===== config.mk =====
export PLATFORM = sky130hd
export DESIGN_NAME = sync_down_counter
export DESIGN_NICKNAME = d
export VERILOG_FILES = /design/src/rtl/sync_down_counter.sv
export SDC_FILE = /design/constraint.sdc
export NUM_CORES = 1
export LEC_CHECK = 0
export BUFFER_PORTS_ARGS = -buffer_cell sky130_fd_sc_hd__buf_2
export CORE_AREA = 3 3 40 42
export CTS_BUF_LIST = sky130_fd_sc_hd__clkbuf_8
export CTS_CLUSTER_DIAMETER = 150
export DETAILED_ROUTE_END_ITERATION = 10
export DIE_AREA = 0 0 43 45
export GPL_TIMING_DRIVEN = 0
export PLACE_DENSITY = 0.66
export SLEW_MARGIN = 20
export SYNTH_ARGS = -nofsm -noshare
export SYNTH_HDL_FRONTEND = slang
export SYNTH_SLANG_ARGS = --single-unit

===== constraint.sdc =====
create_clock -name clk -period 1.7 [get_ports clk]
set_input_delay 0.17 -clock clk [delete_from_list [all_inputs] [get_ports clk]]
set_output_delay 0.17 -clock clk [all_outputs]
set_load 0.05 [all_outputs]

===== src/rtl/sync_down_counter.sv =====
// Cascadable synchronous binary down-counter with a borrow output for ripple chaining.
// Optional auto-reload from the last loaded value and a sticky underflow flag.
module sync_down_counter #(
    parameter int WIDTH       = 4,
    parameter int AUTO_RELOAD = 0
) (
    input  logic             clk,
    input  logic             rst,
    input  logic             clr,
    input  logic             ld,
    input  logic [WIDTH-1:0] d,
    input  logic             enp,
    input  logic             ent,
    input  logic             uf_clr,
    output logic [WIDTH-1:0] q,
    output logic             tc,
    output logic             uf,
    output logic [WIDTH-1:0] reload_val
);

    logic             at_zero;
    logic             count_en;
    logic             underflow;
    logic [WIDTH-1:0] wrap_val;
    logic [WIDTH-1:0] q_dec;

    always_comb begin
        at_zero   = (q == '0);
        count_en  = enp & ent;
        // load and clear both pre-empt the count, so neither can underflow
        underflow = ~clr & ~ld & count_en & at_zero;
        wrap_val  = '1;
        if (AUTO_RELOAD != 0) begin
            wrap_val = reload_val;
        end
        q_dec     = q - WIDTH'(1);
    end

    assign tc = ent & at_zero;

    always_ff @(posedge clk) begin
        if (rst) begin
            q          <= '0;
            reload_val <= '0;
            uf         <= 1'b0;
        end else begin
            if (clr) begin
                q <= '0;
            end else if (ld) begin
                q          <= d;
                reload_val <= d;
            end else if (count_en) begin
                q <= at_zero ? wrap_val : q_dec;
            end

            if (underflow) begin
                uf <= 1'b1;
            end else if (uf_clr) begin
                uf <= 1'b0;
            end
        end
    end

endmodule

==> impl_metrics.env <==
export IMPL_use_met1_pct=13.4
export IMPL_place_gp_congestion=0.699
export IMPL_numPlacedInstances=84
export IMPL_diodes=0
export IMPL_crit_path_start_kind="flip-flop"
export IMPL_viasPerCell=4.97
export IMPL_total_leakage_power_uw=0.000280
export IMPL_powerDensity_nw_per_um2=980
export IMPL_setup_violations=0
export IMPL_cp_required_ns=1.53
export IMPL_synth_top_area_share_pct=40.9
export IMPL_slew_violations=0
export IMPL_tightest_slew_ns=0.378
export IMPL_postCtsHoldBufs=0
export IMPL_area_growth_pct=36.1
export IMPL_drt_iter0_markers=13
export IMPL_synth_seq_cells=9
export IMPL_clock_fmax_mhz=676
export IMPL_initial_core_util_pct=34.3
export IMPL_syn_area_per_cell_sq_um=8.81
export IMPL_fill_cells=130
export IMPL_drcViolationCount=0
export IMPL_comb_power_share_pct=20.0
export IMPL_io_buffers=19
export IMPL_power_switching_uw=170
export IMPL_dr_pass1_iters=2
export IMPL_cap_violations=0
export IMPL_coreArea_sq_um=1280
export IMPL_post_dp_hpwl_microns=757
export IMPL_p_int_uw=417
export IMPL_multi_input_area_sq_um=240
export IMPL_dieHeight_microns=45
export IMPL_fin_skew_ns=0.00164
export IMPL_post_synth_top_area_cell="dfxtp_1"
export IMPL_worstPathArrival_ns=1.31
export IMPL_rows=13
export IMPL_met2_usage_pct=17.4
export IMPL_path_max_fanout=5
export IMPL_crit_path_end_kind="output port"
export IMPL_ant_nets=0
export IMPL_grt_max_degree=9
export IMPL_wl_per_cell_microns=10.9
export IMPL_postCtsSetupRepairBufs=0
export IMPL_yosysWarnings=0
export IMPL_clkSlewWorstSetupHoldPaths_ns=0.04
export IMPL_design_area_sq_um=599
export IMPL_hold_violations=0
export IMPL_globalRouteTotalUtil_pct=11.8
export IMPL_use_met3_pct=3.98
export IMPL_antenna_found_initial=0
export IMPL_final_seq_area_sq_um=180
export IMPL_synthTopCellsByArea="dfxtp_1 (41%), mux2i_1 (9.1%), nor2_1 (7.7%)"
export IMPL_grt_pass1_vias=395
export IMPL_syn_area_sq_um=440
export IMPL_finalCritPeriodShare_pct=87.0
export IMPL_die_w_microns=43
export IMPL_ys_types=25
export IMPL_cts_root_buf="clkbuf_8"
export IMPL_fin_crit_ns=1.48
export IMPL_stdcell_count=88
export IMPL_place_area_sq_um=554
export IMPL_power_total_uw=587
export IMPL_clk_insertion_delay_late_ns=0.23
export IMPL_hp_class="in2reg"
export IMPL_drive_gt1_share_pct=35.6
export IMPL_p_sw_share_pct=29.0
export IMPL_ys_seq_area_share_pct=40.9
export IMPL_ios=21
export IMPL_cts_sinks=9
export IMPL_path_class="reg2out"
export IMPL_htreeDepth=1
export IMPL_rsz0062_at_grt="false"
export IMPL_synth_cells=50
export IMPL_pwr_share_seq_pct=39.0
export IMPL_syn_num_nets=62
export IMPL_nNetsFinal=86
export IMPL_grt_pass1_wl_microns=1630
export IMPL_clock_power_share_pct=41.0
export IMPL_holdWs_ns=0.180
export IMPL_overflow=0
export IMPL_status="complete, no violations"
export IMPL_numCtsBuffers=3
export IMPL_relSlewSlack_pct=74.8
export IMPL_cts_buffer_depth=2
export IMPL_fp_dieArea_sq_um=1940
export IMPL_drt_wl_total_microns=959
export IMPL_vdd_ir_drop_worst_mv=0.417
export IMPL_ctsResizeCount=0
export IMPL_setup_tns_ns=0
export IMPL_vias=437
export IMPL_grt_busiest_layer="met2"
export IMPL_cts_tree="built"
## worst max-delay path, stage by stage (launching register included)
cell     delay, ns
dfxtp_1       0.40
inv_1         0.06
ha_1          0.23
and3_2        0.18
buf_2         0.20
## power by group through the flow
| stage | clock, uW | combinational, uW | sequential (uW) |
|---|---|---|---|
| 4_1_cts | 249 | 118 | 229 |
| 2_1_floorplan | 0 | 50.6 | 265 |
| 6_report | 241 | 118 | 229 |
| 3_3_place_gp | 0 | 118 | 232 |
| 3_5_place_dp | 0 | 118 | 232 |
| 5_1_grt | 257 | 129 | 230 |
## cells in the mapped netlist (all sizes together)
| library cell | number |
|---|---|
| a2111oi | 1 |
| a21boi | 1 |
| a21oi | 2 |
| a22oi | 1 |
| a311oi | 1 |
| and2 | 1 |
| and3 | 1 |
| clkbuf | 2 |
| dfxtp | 9 |
| ha | 1 |
| inv | 3 |
| mux2i | 4 |
| nand2 | 2 |
| nand2b | 1 |
| nand3 | 2 |
| nand4 | 1 |
| nor2 | 9 |
| nor2b | 2 |
| o2111ai | 1 |
| o211ai | 1 |
| o21ai | 1 |
| o31ai | 1 |
| xnor2 | 1 |
| xor2 | 1 |
## layout make-up
type                            instances  area share (%)
Buffer                                  2            1.46
Clock buffer                            3            6.89
Clock inverter                          1           0.626
Inverter                                3            1.88
Multi-Input combinational cell         36            40.1
Sequential cell                         9            30.1
Tap cell                               15            3.13
Timing Repair Buffer                   19            15.9
## kinds of logic (layout without fill, tap and decap cells)
family,count (synthesis),count (layout),share of synthesized area (%)
and+or+nand+nor,19,19,21.0
AOI/OAI and AO/OA,10,10,17.6
DFF,9,9,40.9
buffers and inverters,5,28,4.54
muxes,4,4,9.09
xor gates and xnor gates,2,2,3.98
adders and majority gates,1,1,2.84
## layout by cell type, fill, tap and decap left out, types with 2 or more instances in the layout
master and instances:
nand3_1 2, clkbuf_8 3, nor2_1 9, mux2i_1 4
a21oi_1 2, nor2b_1 2, buf_2 19, inv_1 4
nand2_1 2, dfxtp_1 9
## layer usage
layer	routed length [microns]	share of wire [%]	up-vias
li1	-	-	221
met2	417	43	16
met1	432	45	195
met5	0	0	-
met4	34	3.5	0
met3	75	7.8	5
## registers in the layout, indices dropped and copies added (netlist names)
register    flops
q               4
reload_val      4
uf              1
## worst paths after layout
check | startpoint | endpoint | slack [ns] | cells past startpoint
worst max-delay path | q[0] | tc | 0.22 | 4
worst min-delay path | clr | q[3] | 0.18 | 2
worst max register to register | q[0] | q[2] | 0.55 | 5
worst min register to register | uf | uf | 0.47 | 2
## metrics by stage
stage	setup WS (ns)	util, %
after floorplan	0.248	-
after global placement	0.465	43.1
after detailed placement	0.465	43.1
after CTS	0.216	46.6
after global routing	0.158	46.6
final	0.221	46.6
No activity file was read; power rests on OpenSTA's default activity.
